File: src/rtl/mmio_inputs_pkg.sv
// Shared constants for the debounced input register block. The data-memory
// address decoder uses the same offsets and default base address.
package mmio_inputs_pkg;

  localparam logic [31:0] DEFAULT_BASE = 32'hffff0004;
  localparam logic [31:0] OFF_LEVEL    = 32'h0000_0000;
  localparam logic [31:0] OFF_EDGE     = 32'h0000_0004;
  localparam logic [31:0] OFF_IEN      = 32'h0000_0008;

  typedef enum logic [1:0] {
    SEL_NONE,
    SEL_LEVEL,
    SEL_EDGE,
    SEL_IEN
  } reg_sel_e;

  // Exact word match only; anything else (including misaligned) is unmapped.
  function automatic reg_sel_e decode_addr(input logic [31:0] addr,
                                           input logic [31:0] base);
    if (addr == base + OFF_LEVEL) return SEL_LEVEL;
    if (addr == base + OFF_EDGE)  return SEL_EDGE;
    if (addr == base + OFF_IEN)   return SEL_IEN;
    return SEL_NONE;
  endfunction

endpackage

File: src/rtl/mmio_inputs_debounce_bit.sv
// One debounced input: 2-flop synchronizer, 3-sample history shifted on tick,
// and the LEVEL flop that only moves when all three samples agree.
module debounce_bit (
  input  logic clk,
  input  logic rst,
  input  logic tick,
  input  logic din,
  output logic level,
  output logic rise
);

  logic [1:0] sync_q, sync_d;
  logic [2:0] hist_q, hist_d;
  logic       level_q, level_d;

  // The level decision looks at the history including the sample being taken,
  // so LEVEL is visible in the cycle right after the tick.
  always_comb begin
    sync_d  = {sync_q[0], din};
    hist_d  = hist_q;
    level_d = level_q;
    rise    = 1'b0;
    if (tick) begin
      hist_d = {hist_q[1:0], sync_q[1]};
      if (hist_d == 3'b111 && !level_q) begin
        level_d = 1'b1;
        rise    = 1'b1;
      end else if (hist_d == 3'b000 && level_q) begin
        level_d = 1'b0;
      end
    end
  end

  always_ff @(posedge clk) begin
    if (rst) begin
      sync_q  <= '0;
      hist_q  <= '0;
      level_q <= 1'b0;
    end else begin
      sync_q  <= sync_d;
      hist_q  <= hist_d;
      level_q <= level_d;
    end
  end

  assign level = level_q;

endmodule

File: src/rtl/mmio_inputs.sv
// Memory-mapped debounced inputs: LEVEL, sticky W1C EDGE and, when
// MMIO_INPUTS_IRQ_EN is defined, an IEN register and a registered irq output.
module mmio_inputs
  import mmio_inputs_pkg::*;
#(
  parameter int          N_IN     = 16,
  parameter int          DEB_TICK = 50000,
  parameter logic [31:0] BASE     = DEFAULT_BASE
) (
  input  logic            clk,
  input  logic            rst,
  input  logic [31:0]     addr,
  input  logic            we,
  input  logic [31:0]     wd,
  input  logic [N_IN-1:0] entradas,
  output logic [31:0]     rd,
  output logic            hit
`ifdef MMIO_INPUTS_IRQ_EN
  ,
  output logic            irq
`endif
);

  localparam int CNT_W = $clog2(DEB_TICK);

  logic [CNT_W-1:0] cnt_q, cnt_d;
  logic [1:0]       warm_q, warm_d;
  logic [N_IN-1:0]  edge_q, edge_d;
  logic [31:0]      rd_q, rd_d;
  logic             hit_q, hit_d;
  logic             tick;
  logic             armed;
  logic [N_IN-1:0]  level_w;
  logic [N_IN-1:0]  rise_w;
  logic [N_IN-1:0]  clr_mask;
  reg_sel_e         sel;

  for (genvar i = 0; i < N_IN; i++) begin : g_deb
    debounce_bit u_deb (
      .clk  (clk),
      .rst  (rst),
      .tick (tick),
      .din  (entradas[i]),
      .level(level_w[i]),
      .rise (rise_w[i])
    );
  end

  always_comb begin
    sel = decode_addr(addr, BASE);
`ifndef MMIO_INPUTS_IRQ_EN
    if (sel == SEL_IEN) sel = SEL_NONE;
`endif
  end

  // The first three ticks after reset fill the histories; a rise decided on
  // them is just an input that was already high, so it must not mark EDGE.
  always_comb begin
    tick   = (cnt_q == CNT_W'(DEB_TICK - 1));
    cnt_d  = tick ? '0 : cnt_q + CNT_W'(1);
    armed  = (warm_q == 2'd3);
    warm_d = (tick && !armed) ? warm_q + 2'd1 : warm_q;
  end

  always_comb begin
    clr_mask = (we && sel == SEL_EDGE) ? wd[N_IN-1:0] : '0;
    edge_d   = (edge_q & ~clr_mask) | (rise_w & {N_IN{armed}});
  end

`ifdef MMIO_INPUTS_IRQ_EN
  logic [N_IN-1:0] ien_q, ien_d;
  logic            irq_q, irq_d;

  always_comb begin
    ien_d = (we && sel == SEL_IEN) ? wd[N_IN-1:0] : ien_q;
    irq_d = |(edge_q & ien_q);
  end

  always_ff @(posedge clk) begin
    if (rst) begin
      ien_q <= '0;
      irq_q <= 1'b0;
    end else begin
      ien_q <= ien_d;
      irq_q <= irq_d;
    end
  end

  assign irq = irq_q;
`else
  logic unused_wd;
  assign unused_wd = ^wd;
`endif

  // Reads return the pre-update register values, which also gives the
  // pre-clear EDGE when a read and a W1C land in the same cycle.
  always_comb begin
    rd_d  = '0;
    hit_d = (sel != SEL_NONE);
    case (sel)
      SEL_LEVEL: rd_d[N_IN-1:0] = level_w;
      SEL_EDGE:  rd_d[N_IN-1:0] = edge_q;
`ifdef MMIO_INPUTS_IRQ_EN
      SEL_IEN:   rd_d[N_IN-1:0] = ien_q;
`endif
      default:   rd_d = '0;
    endcase
  end

  always_ff @(posedge clk) begin
    if (rst) begin
      cnt_q  <= '0;
      warm_q <= '0;
      edge_q <= '0;
      rd_q   <= '0;
      hit_q  <= 1'b0;
    end else begin
      cnt_q  <= cnt_d;
      warm_q <= warm_d;
      edge_q <= edge_d;
      rd_q   <= rd_d;
      hit_q  <= hit_d;
    end
  end

  assign rd  = rd_q;
  assign hit = hit_q;

endmodule

File: config.mk
export PLATFORM = sky130hd
export DESIGN_NAME = mmio_inputs
export DESIGN_NICKNAME = d
export VERILOG_FILES = /design/src/rtl/mmio_inputs_pkg.sv /design/src/rtl/mmio_inputs_debounce_bit.sv /design/src/rtl/mmio_inputs.sv
export SDC_FILE = /design/constraint.sdc
export NUM_CORES = 1
export LEC_CHECK = 0
export ABC_AREA = 1
export CAP_MARGIN = 15
export CORE_MARGIN = 4
export CORE_UTILIZATION = 50
export DETAILED_ROUTE_END_ITERATION = 8
export GPL_TIMING_DRIVEN = 0
export PLACE_DENSITY = 0.79
export SLEW_MARGIN = 0
export SYNTH_ARGS = -nofsm -noshare
export SYNTH_HDL_FRONTEND = slang
export SYNTH_SLANG_ARGS = --single-unit
File: constraint.sdc
create_clock -name clk -period 2.1 [get_ports clk]
set_input_delay 0.315 -clock clk [delete_from_list [all_inputs] [get_ports clk]]
set_output_delay 0.315 -clock clk [all_outputs]
set_load 0.02 [all_outputs]
Word-level counts from Yosys, hierarchy flattened --
Cells that the tools add are included.
Storage, ports and cells: register bits 147, bits of input ports 83, output and inout bits 33, word-level logic and storage cells 264
Cells by class: $add $sub $neg 2, equality and inequality tests 24, muxes and demuxes 79, bitwise gates (word level) 4, reduce and logical (&&, ||, !) cells 101
Operators by type and width (number):
- $eq A32 B32 Y1 const B | 3
- $mux W1 | 70
- $eq A3 B3 Y1 const B | 16
- $logic_not A3 Y1 | 16
- $logic_and A1 B1 Y1 | 34
- $reduce_bool A2 Y1 | 17
- $and A16 B16 Y16 | 2
- $pmux W16 S2 | 1
- $reduce_and A2 Y1 | 16
- $logic_not A1 Y1 | 17
- $add A16 B1 Y16 const B | 1
- $eq A16 B16 Y1 const B | 1
- $mux W16 | 1
- $not A16 Y16 | 1
- $or A16 B16 Y16 | 1
- $mux W2 | 7
- $eq A2 B2 Y1 const B | 3
- $add A2 B1 Y2 const B | 1
- $eq A2 B1 Y1 const B | 1
- $reduce_or A2 Y1 | 1

Longest topological paths before layout --
Gate-level depths: netlist of run 1.
depth in word-level cells 16, gate-level depth with buffers 12, gate-level depth less buffers 11

Hierarchy --
From an unflattened synthesis of run 1, not the netlist that was laid out.
Second synthesis, totals: cells, all modules 724, area, all modules 5418.9 um^2
By module, submodules not included:
- debounce_bit | times used 16, cells an instance 24, area each 190.2 um^2, sequential area each 100.1 um^2
- mmio_inputs | times used 1, cells an instance 340, area each 2376.0 um^2, sequential area each 1021.0 um^2

Least setup slack after synthesis of run 1 --
OpenSTA, ideal clock, no wires.
path type in2reg, start input addr[1], end register rd_q[10], in the netlist rd[10], library setup time 132 ps, arrival 1688 ps, data required time 1968 ps, slack 280 ps, cell stages on the path 10, path buffers 1, cell sequence or2_2 > nor2_1 > nand2_1 > nor2_1 > inv_1 > ha_1 > nor2_1 > inv_1 > clkbuf_1 > a21oi_1
Between the ends: cells in the longest elaborated chain, start to end 11, elaborated cells on any way between the ends 19, those cells by class eq/ne: 6; mux: 13
RTL lines:
- from (decl) | RTL line mmio_inputs.sv:12 | input logic [31:0] addr,
- $eq A32 B32 Y1 | RTL line mmio_inputs_pkg.sv:22 | if (addr == base + OFF_IEN) return SEL_IEN;
- $mux W1 (2 in a row) | RTL line mmio_inputs_pkg.sv:22
- $mux W1 | RTL line mmio_inputs_pkg.sv:21 | if (addr == base + OFF_EDGE) return SEL_EDGE;
- $mux W2 | RTL line mmio_inputs_pkg.sv:23 | return SEL_NONE;
- $mux W2 | RTL line mmio_inputs_pkg.sv:22
- $mux W2 (*) | RTL line mmio_inputs_pkg.sv:21
- $eq A2 B2 Y1 | RTL line mmio_inputs.sv:52 | if (sel == SEL_IEN) sel = SEL_NONE;
- $mux W2 (*) | RTL line mmio_inputs.sv:52
- $eq A2 B2 Y1 or $eq A2 B1 Y1 (tied branches) | RTL line mmio_inputs.sv:100 | case (sel)
- $pmux W16 S2 (*) | RTL line mmio_inputs.sv:100
- to (signal assigned) | RTL line mmio_inputs.sv:121 | rd_q <= rd_d;
- to (decl) | RTL line mmio_inputs.sv:29 | logic [31:0] rd_q, rd_d;
Every way passes the cells marked *; elsewhere a longest branch is shown, timed or not. The select of a mux whose other input is x is not followed. A chain may end at the register's enable or synchronous reset.

Worst setup path in the final report of run 1 --
start input addr[18], end register rd_q[15], in the netlist rd[15]
The elaborated chain is that of the path after synthesis.

==> summary.md, run 1 <==
| Metric | Value |
|---|---|
| Yosys warnings | `0` |
| Post-layout minimum cycle time | `1.889 ns` |
| Die X | `111.6 um` |
| Worst Tran Pin Value | `0.5614 ns` |
| Post-Synthesis Cell Area | `5363 um^2` |
| Logic pwr share | `0.047` |
| Crit Path Max Fanout | `10` |
| Synth Instances | `729` |
| Placed insts | `962` |
| Int Pwr | `4.774 mW` |
| WS Path Type | `primary input to flop` |
| Die area | `12450 um^2` |
| Crit end category | `flop` |
| Netlist cell types | `28` |
| DPL Wire Length | `9.376 mm` |
| P per Cell Area | `854.1 nW/um^2` |
| Sequential-to-total area share from yosys stat | `0.4890` |
| Vias in the first global route | `4741` |
| Seq. cell area | `2623 um^2` |
| F_max | `529.3 MHz` |
| Post-synthesis area per instance | `7.356 um^2` |
| FILL cells | `821` |
| Min-delay src | `we` |
| DRC errors left | `0` |
| Antenna violations before repair | `0` |
| Clock Skews | `0.006045 ns` |
| Clock buffer count from CTS | `17` |
| Clock-pin transition on the worst setup and hold timing paths | `0.06 ns` |
| Port Buffer Count | `82` |
| Hold crit path type | `primary input to flop` |
| Core area | `10370 um^2` |
| CTS tree | `built` |
| Crit path from | `addr[18]` |
| Tot GR Track Use | `0.2131` |
| Total routed wirelength | `13.04 mm` |
| Initial DRC Count | `381` |
| Layout Nets | `932` |
| Period utilization | `0.8996` |
| Routed wire per std cell | `13.11 um` |
| Sequential Power Share | `0.420` |
| Post_cts resized | `0` |
| Finished Layout Cells | `994` |
| Skew-Pair Late Insertion Delay | `0.53 ns` |
| Worst IR drop on VDD | `0.5869 mV` |
| Outcome | `completed` |
| Endpoints failing hold | `0` |
| Slowest CP cell | `clkdlybuf4s50_1` |
| Max_cap viols | `0` |
| RSZ-0062 raised after global routing | `no` |
| First-pass GRT wire length | `21.69 mm` |
| Routed vias | `4960` |
| RePlAce Congestion | `0.8904` |
| H-tree depth | `4` |
| Final setup vio count | `0` |
| CP most frequent cell | `nand2_1` |
| Total gr overflow | `0` |
| Placed instance area | `6410 um^2` |
| Largest stage delay on the critical path | `0.49 ns` |
| NetSw | `1.265 mW` |
| Hold-fix buffers at CTS | `0` |
| Yosys reg bits | `131` |
| Largest net degree at the start of global routing | `17` |
| Switch share | `0.2095` |
| Worst endpoint required time | `2.55 ns` |
| Final ANT Viol Nets | `0` |
| Share of cells above drive strength 1 | `0.09441` |
| Clock root buffer | `clkbuf_8` |
| Startpoint types | `primary input` |
| Multi-input gate area | `2287 um^2` |
| Initial core utilization | `0.5171` |
| Slew headroom | `0.6258` |
| Reg-to-reg startpoint | `cnt_q[0]$_SDFF_PP0_` |
| TritonCTS sink count | `131` |
| Leak pwr | `2.714 nW` |
| Die Span Y | `111.6 um` |
| I/O Pins | `116` |
| Ant. Diodes | `0` |
| Post-route design area | `7071 um^2` |
| Post-CTS Setup Bufs | `0` |
| Row cnt | `37` |
| Area Growth Syn to Fin | `31.85%` |
| Slew Viols, Final | `0` |
| Via-to-Cell Ratio | `4.990` |
| Crit-path cells | `clkdlybuf4s50_1 -> nand2_1 -> inv_1 -> nand3_1 -> nor3_2 -> nand2_1 -> nor2_1 -> ha_1 -> clkbuf_1 -> clkbuf_2 -> nand2_1 -> a21oi_1` |
| Critical path arrival | `2.34 ns` |
| Clock Path Buffers | `2` |
| 1st-pass router iterations | `5` |
| Clock Power Share | `0.533` |
[critical path: cells and delay by family]
kind / cells / cell delay [ns]
AO/OA/AOI/OAI: 1 / 0.16
AND/OR/NAND/NOR: 6 / 0.61
buffers and inverters: 4 / 1.10
adder cells (fa/ha/maj): 1 / 0.17
[area by class of cell]
| type | count | share of cell area |
|---|---|---|
| plain buffers | 51 | 0.04247 |
| clock buffers | 18 | 0.06052 |
| clock inverters | 14 | 0.03150 |
| inverters | 58 | 0.03097 |
| multi-input cells | 504 | 0.3235 |
| flip-flops and latches | 131 | 0.3709 |
| well taps | 136 | 0.02407 |
| repair buffers | 82 | 0.1161 |
[cells in the mapped netlist]
master	instances	share of area
buf_6	3	0.0063
buf_2	5	0.0047
a21oi_1	57	0.053
buf_4	20	0.028
conb_1	1	0.00070
inv_2	2	0.0014
clkbuf_1	21	0.015
xnor2_1	1	0.0016
nand2_1	111	0.078
nor2_1	151	0.11
dfxtp_1	131	0.49
inv_1	55	0.038
nand3_2	1	0.0019
nand2_2	3	0.0035
ha_1	4	0.0093
nor2_2	1	0.0012
or2_2	4	0.0047
buf_1	2	0.0014
xor2_1	2	0.0033
clkinv_2	1	0.00093
nor3_1	21	0.020
o21ai_0	36	0.034
nor2_4	1	0.0021
nor2_8	1	0.0037
nor3b_1	1	0.0014
nand3_1	75	0.070
nand4_1	17	0.020
nand2_4	1	0.0021
[metal layers]
| layer | wire length (um) | track usage |
|---|---|---|
| met3 | 1032 | 0.07283 |
| met5 | 0 | 0 |
| met4 | 247 | 0.06975 |
| met1 | 5614 | 0.2480 |
| met2 | 6142 | 0.3687 |
[stage by stage]
stage | setup TNS [ns] | hold WS (ns) | setup slack [ns] | utilization | total power [mW]
6_report | 0 | 0.2789 | 0.2108 | 0.6818 | 6.039
5_1_grt | 0 | 0.2854 | 0.008397 | 0.6818 | 6.216
4_1_cts | 0 | 0.2552 | 0.01263 | 0.6809 | 6.062
3_5_place_dp | -12.13 | 0.3924 | -0.4835 | 0.6181 | 2.873
3_3_place_gp | -10.58 | 0.3915 | -0.4346 | 0.6181 | 2.866
2_1_floorplan | 0 | 0.3883 | 0.2799 | - | 2.718
[sequential cells by signal (all words and copies together) (netlist names)]
signal and count:
g_deb.u_deb.sync_q 32, edge_q 16, warm_q 2, rd 16, g_deb.u_deb.level 16, g_deb.u_deb.hist_q 32, cnt_q 16, hit 1
[power by group through the flow]
stage | combinational [mW] | sequential [mW] | clock, mW
finish | 0.286 | 2.54 | 3.22
CTS | 0.286 | 2.54 | 3.24
floorplan | 0.133 | 2.59 | 0
detailed placement | 0.282 | 2.59 | 0
global route | 0.314 | 2.54 | 3.36
global placement | 0.277 | 2.59 | 0
[cell usage in the layout, fill, tap and decap left out, drive strengths merged, types with 31 or more instances in the layout]
cell type / netlist / routed
nor2: 154 / 154
nand2: 115 / 115
inv: 57 / 61
dfxtp: 131 / 131
a21oi: 57 / 57
clkdlybuf4s50: 0 / 82
clkbuf: 21 / 38
nand3: 76 / 76
buf: 30 / 31
o21ai: 36 / 36
[kinds of logic after synthesis]
kind of cell / Yosys count / share of synthesized area
compound gates: 93 / 0.08679
xor+xnor: 3 / 0.004901
fa+ha+maj: 4 / 0.009333
buf+inv: 109 / 0.09589
flops: 131 / 0.4890
other cells: 1 / 0.0006993
simple gates: 388 / 0.3133
[path summary, 6_finish.rpt]
check                                                              to  slack [ns]  depth (start not counted)
worst max-delay path                                rd[15]$_SDFF_PP0_        0.21                         12
worst min-delay path                             edge_q[5]$_SDFF_PP0_        0.28                          4
worst max register to register  g_deb[6].u_deb.hist_q[1]$_SDFFE_PP0P_        0.36                          7
worst min register to register    g_deb[7].u_deb.sync_q[1]$_SDFF_PP0_        0.40                          2
No activity file was read; power rests on OpenSTA's default activity.
==> run 2, diff against run 1 <==
RECOVER_POWER = 25   (was default)
==> run 2 against run 1 <==
  * Utilization shrank 0.14 points
  * Power shrank 0.12%
  * Sequential share of layout area grew 0.079 points
  * Largest power group unchanged
==> summary.md, run 2 (synthesis results as in run 1) <==
| Metric | Value |
|---|---|
| Outcome | `completed` |
| Tot GR Track Use | `0.2131 (unchanged)` |
| TritonCTS sink count | `131 (unchanged)` |
| CTS tree | `built` |
| DRC errors left | `0 (unchanged)` |
| End of the worst register-to-register path | `cnt_q[6]$_SDFF_PP0_` |
| F_max | `529.4 MHz (about the same)` |
| 1st-pass router iterations | `5 (unchanged)` |
| Clock root buffer | `clkbuf_8` |
| Reg-to-reg startpoint | `cnt_q[0]$_SDFF_PP0_` |
| Worst Tran Pin Value | `0.5503 ns (-0.01102 ns)` |
| Share of cells above drive strength 1 | `0.09091 (-0.003497)` |
| Skew-Pair Late Insertion Delay | `0.52 ns (about the same)` |
| Crit Path Max Fanout | `10 (unchanged)` |
| Met3 WL | `1.151 mm (+12%)` |
| Post-layout minimum cycle time | `1.889 ns (-0.0002620 ns)` |
| Routed wire per std cell | `13.11 um (about the same)` |
| RSZ-0062 raised after global routing | `no` |
| Total gr overflow | `0 (unchanged)` |
| Antenna violations before repair | `0 (unchanged)` |
| Hold-fix buffers at CTS | `0 (unchanged)` |
| Clock Skews | `0.005463 ns (-0.0005828 ns)` |
| Critical Path Stages | `7 (-5)` |
| Crit path to | `cnt_q[6]$_SDFF_PP0_` |
| WS Path Type | `flop to flop` |
| Post_cts resized | `0 (unchanged)` |
| Area Growth Syn to Fin | `31.57%` |
| CP top delay family | `simple AND/OR/NAND/NOR gates` |
| Endpoints failing hold | `0 (unchanged)` |
| P per Cell Area | `854.9 nW/um^2 (about the same)` |
| Finished Layout Cells | `994 (unchanged)` |
| RePlAce Congestion | `0.8904 (unchanged)` |
| Row cnt | `37 (unchanged)` |
| Crit-path cells | `ha_1 -> nand3_1 -> nor2_4 -> nand2_1 -> nand2_1 -> buf_4 -> nor2_1` |
| Fin Hold WS | `0.2796 ns (+0.0006970 ns)` |
| Most common cell after layout, fill and taps aside | `nor2_1` |
| Die area | `12450 um^2 (unchanged)` |
| Most frequent cells in the layout | `nor2_1 (151), dfxtp_1 (131), nand2_1 (113)` |
| Worst endpoint required time | `2.51 ns (-0.04 ns)` |
| Worst R2R Path Depth | `7 (unchanged)` |
| Seq. cell area | `2623 um^2 (unchanged)` |
| Routed vias | `5025 (+1.3%)` |
| Layout Nets | `932 (unchanged)` |
| Crit path buffers/inverters | `1 (-3)` |
| Crit path from | `cnt_q[0]$_SDFF_PP0_` |
| Crit end category | `flop` |
| Top Registers | `g_deb.u_deb.hist_q: 32 flops, g_deb.u_deb.sync_q: 32 flops` |
| Met2 wire length | `6.194 mm (+0.85%)` |
| Max Used Layer | `met4` |
| Largest stage delay on the critical path | `0.35 ns (-0.14 ns)` |
| Largest net degree at the start of global routing | `17 (unchanged)` |
| Initial DRC Count | `367 (-3.7%)` |
| Clock Path Buffers | `2 (unchanged)` |
| Via-to-Cell Ratio | `5.055 (+1.3%)` |
| Core area | `10370 um^2 (unchanged)` |
| Period utilization | `0.8995 (about the same)` |
| Final setup vio count | `0 (unchanged)` |
| Max_cap viols | `0 (unchanged)` |
| Critical path arrival | `2.30 ns (-0.04 ns)` |
| Leak pwr | `2.697 nW (-0.61%)` |
| First-pass GRT wire length | `21.69 mm (unchanged)` |
| Startpoint types | `flop` |
| Placed insts | `962 (unchanged)` |
| Total routed wirelength | `13.03 mm (about the same)` |
| Clock-pin transition on the worst setup and hold timing paths | `0.06 ns (about the same)` |
| Hold crit path type | `primary input to flop` |
| R2R setup slack | `0.21 ns (-0.15 ns)` |
| I/O Pins | `116 (unchanged)` |
| Post-CTS Setup Bufs | `0 (unchanged)` |
| FILL cells | `823 (+0.24%)` |
| Initial core utilization | `0.5171 (unchanged)` |
| Vias in the first global route | `4741 (unchanged)` |
| Multi-input gate area | `2272 um^2 (-0.66%)` |
| Die X | `111.6 um (unchanged)` |
| Worst IR drop on VDD | `0.5874 mV (about the same)` |
| Port Buffer Count | `82 (unchanged)` |
| Final ANT Viol Nets | `0 (unchanged)` |
| Ant. Diodes | `0 (unchanged)` |
| Slew headroom | `0.6331 (+0.007346)` |
| Clock buffer count from CTS | `17 (unchanged)` |
| M1 WL | `5.447 mm (-3.0%)` |
| Die Span Y | `111.6 um (unchanged)` |
| DPL Wire Length | `9.376 mm (unchanged)` |
| Slowest CP cell | `dfxtp_1` |
| H-tree depth | `4 (unchanged)` |
| CP most frequent cell | `nand2_1` |
| Slew Viols, Final | `0 (unchanged)` |
## run 2: final cells by class
cell class | instances | area share
repair buffers | 82 | 0.1163
clock buffers | 18 | 0.06065
inverters | 58 | 0.03103
well taps | 136 | 0.02412
flip-flops and latches | 131 | 0.3717
plain buffers | 51 | 0.04256
clock inverters | 14 | 0.03157
multi-input cells | 504 | 0.3220
## run 2: stage by stage
stage          instance area [um^2]  worst slack, ns  TNS [ns]  power (mW)    util
2_1_floorplan                  5419           0.2799         0       2.718       -
5_1_grt                        7056         0.008397         0       6.215  0.6804
3_5_place_dp                   6410          -0.4835    -12.13       2.873  0.6181
3_3_place_gp                   6410          -0.4346    -10.58       2.866  0.6181
4_1_cts                        7061          0.01263         0       6.062  0.6809
6_report                       7056           0.2111         0       6.032  0.6804
## run 2: worst min-delay path by stage
stage | startpoint | end | slack [ns] | depth (start not counted)
5_1_grt | entradas[7] | g_deb[7].u_deb.sync_q[0]$_SDFF_PP0_ | 0.29 | 3
3_3_place_gp | g_deb[12].u_deb.sync_q[0]$_SDFF_PP0_ | g_deb[12].u_deb.sync_q[1]$_SDFF_PP0_ | 0.39 | 2
4_1_cts | we | edge_q[5]$_SDFF_PP0_ | 0.26 | 4
6_report | we | edge_q[5]$_SDFF_PP0_ | 0.28 | 4
3_5_place_dp | g_deb[7].u_deb.sync_q[0]$_SDFF_PP0_ | g_deb[7].u_deb.sync_q[1]$_SDFF_PP0_ | 0.39 | 2
2_1_floorplan | g_deb[0].u_deb.sync_q[0]$_SDFF_PP0_ | g_deb[0].u_deb.sync_q[1]$_SDFF_PP0_ | 0.39 | 2
## run 2: where the power goes
part	internal, mW	leakage, nW	switching (mW)
Sequential	2.52	1.06	0.0172
Clock	2.10	0.313	1.12
Combinational	0.158	1.32	0.126
Total	4.77	2.70	1.26
## run 2: layer usage
metal  vias up  track usage
li1       2554            -
met1      2231       0.2480
met2       220       0.3687
met3        20      0.07283
met4         0      0.06975
met5         -            0
## run 2: tightest hold or removal path, delay by kind of cell
kind / cells / cell delay (ns)
AO/OA/AOI/OAI: 1 / 0.13
AND/OR/NAND/NOR: 2 / 0.16
buffers and inverters: 1 / 0.16
==> edit, RTL diff (settings of run 2) <==
Change the parameter `N_IN` from 16 to 32.
--- a/src/rtl/mmio_inputs.sv
+++ b/src/rtl/mmio_inputs.sv
@@ -4,5 +4,5 @@
   import mmio_inputs_pkg::*;
 #(
-  parameter int          N_IN     = 16,
+  parameter int          N_IN     = 32,
   parameter int          DEB_TICK = 50000,
   parameter logic [31:0] BASE     = DEFAULT_BASE
Ports: changed (resized entradas); port bits go from 116 to 132. No check against the original RTL was run, so the function may have changed too.
==> edit against run 2 <==
  * Area after synthesis is 74% higher
  * Setup slack worse by 0.048 ns
  * First-iteration DRC count is 130% higher
  * Highest routed layer unchanged
  * Design area is 68% higher
  * Routed wire length is 92% higher
  * Combinational power is 37% higher
  * Power is 65% higher
  * Largest power group unchanged
  * Synthesized cell count is 70% higher
  * Sequential share of layout area is 3.8 points higher
  * Cell count is 66% higher
  * Sequential cell count is 112 higher
  * Clock skew is 0.021 ns higher
==> edit: results (changes against run 2) <==
cpMaxStageDelayCell: "sky130_fd_sc_hd__clkdlybuf4s50_1"  # was sky130_fd_sc_hd__dfxtp_1
synth_cells: 1242  # was 729
synthTopCellsByCount: "sky130_fd_sc_hd__nor2_1 (268), sky130_fd_sc_hd__dfxtp_1 (243), sky130_fd_sc_hd__nand2_1 (173)"  # was sky130_fd_sc_hd__nor2_1 (151), sky130_fd_sc_hd__dfxtp_1 (131), sky130_fd_sc_hd__nand2_1 (111)
outcome: "finished, final reports clean"  # unchanged
final_net_count: 1502  # was 932
first_pass_grt_wire_length_um: 39000  # was 21,700 um
area_taken_by_multi_input_logic_gates_um2: 3730  # was 2270 um^2
slowest_delay_ns: 0.39  # was 0.35 ns
ys_seq_area_share_pct: 52.1  # was 48.9%
setup.worst_path.start: "addr[12]"  # was cnt_q[0]$_SDFF_PP0_
gr-usage-all-layers_pct: 23.2  # was 21.3%
worstPathArrival_ns: 2.34  # was 2.30 ns
timing.critical_path.max_delay_family: "buffers and inverters"  # was simple AND/OR/NAND/NOR gates
synth.area.top_cells: "sky130_fd_sc_hd__dfxtp_1 (52%), sky130_fd_sc_hd__nor2_1 (11%), sky130_fd_sc_hd__nand3_1 (7.5%)"  # was sky130_fd_sc_hd__dfxtp_1 (49%), sky130_fd_sc_hd__nor2_1 (11%), sky130_fd_sc_hd__nand2_1 (7.8%)
transition_at_the_pin_with_the_smallest_max_transition_slack_ns: 0.750  # was 0.550 ns
numPortBuffers: 131  # was 82
place.detailed.hpwl_um: 18200  # was 9380 um
post_synth_xor_area_fraction_pct: 0.375  # was 0.490%
tritoncts.num_buffers: 25  # was 17
placement.cell_area_um2: 10900  # was 6410 um^2
clk_latency_ns: 0.54  # was 0.52 ns
place.detailed.instances: 1602  # was 962
yosysUniqueCellTypes: 23  # was 28
grt_start_max_net_pins: 15  # was 17
power.static_leakage_nw: 4.33  # was 2.70 nW
layout_cell_share_with_drive_strength_beyond_1_pct: 6.28  # was 9.09%
hold_end: "g_deb[21].u_deb.sync_q[0]$_SDFF_PP0_"  # was edge_q[5]$_SDFF_PP0_
hold_path_depth: 3  # was 4
layout_top_registers: "g_deb.u_deb.hist_q x64, g_deb.u_deb.sync_q x64"  # was g_deb.u_deb.hist_q x32, g_deb.u_deb.sync_q x32
clock_path_buffers: 3  # was 2
finClkSkew_ns: 0.0261  # was 0.00546 ns
via_per_inst: 5.25  # was 5.06
globalplace.congestion: 0.904  # was 0.890
grt_pass1_vias: 7676  # was 4,741
reg2reg_to: "g_deb[31].u_deb.hist_q[0]$_SDFFE_PP0P_"  # was cnt_q[6]$_SDFF_PP0_
dp_slack_ns: -0.684  # was -0.483 ns
ir_drop_uv: 611  # was 587 uV
worst-r2r-setup-slack_ns: 0.25  # was 0.21 ns
dr_total_vias: 8645  # was 5,025
finalHoldWorstSlack_ns: 0.288  # was 0.280 ns
initialDrtViolationCount: 828  # was 367
[edit: layer usage]
metal  up-vias  share of wire, %  GRT usage, %  wire length, um
li1       4362                 -             -                -
met1      3837                45          32.3            11200
met2       409                44          37.3            10900
met3        37               9.7          4.90             2430
met4         0               1.5          5.25              381
met5         -                 0             0                0
[edit: layout make-up]
type / instances / area share (%)
repair buffers: 131 / 11.0
flip-flops and latches: 243 / 41.0
multi-input cells: 836 / 31.5
plain buffers: 74 / 3.49
well taps: 229 / 2.41
clock inverters: 12 / 1.57
clock buffers: 34 / 6.23
inverters: 88 / 2.78
[edit: power breakdown]
group	internal [mW]	switching (mW)
clock network	2.98	1.87
logic	0.215	0.175
registers	4.67	0.0366
total	7.87	2.08
[edit: what timing repair did]
item,4_1_cts,5_1_grt
buffers inserted,0,0
setup endpoints to repair,36,60
resized for setup,4,7
[edit: cell families after synthesis]
kind of cell               after synthesis
xor gates and xnor gates                 4
AOI/OAI and AO/OA                      170
buffers and inverters                  163
and+or+nand+nor                        658
adders and majority gates                4
DFF                                    243
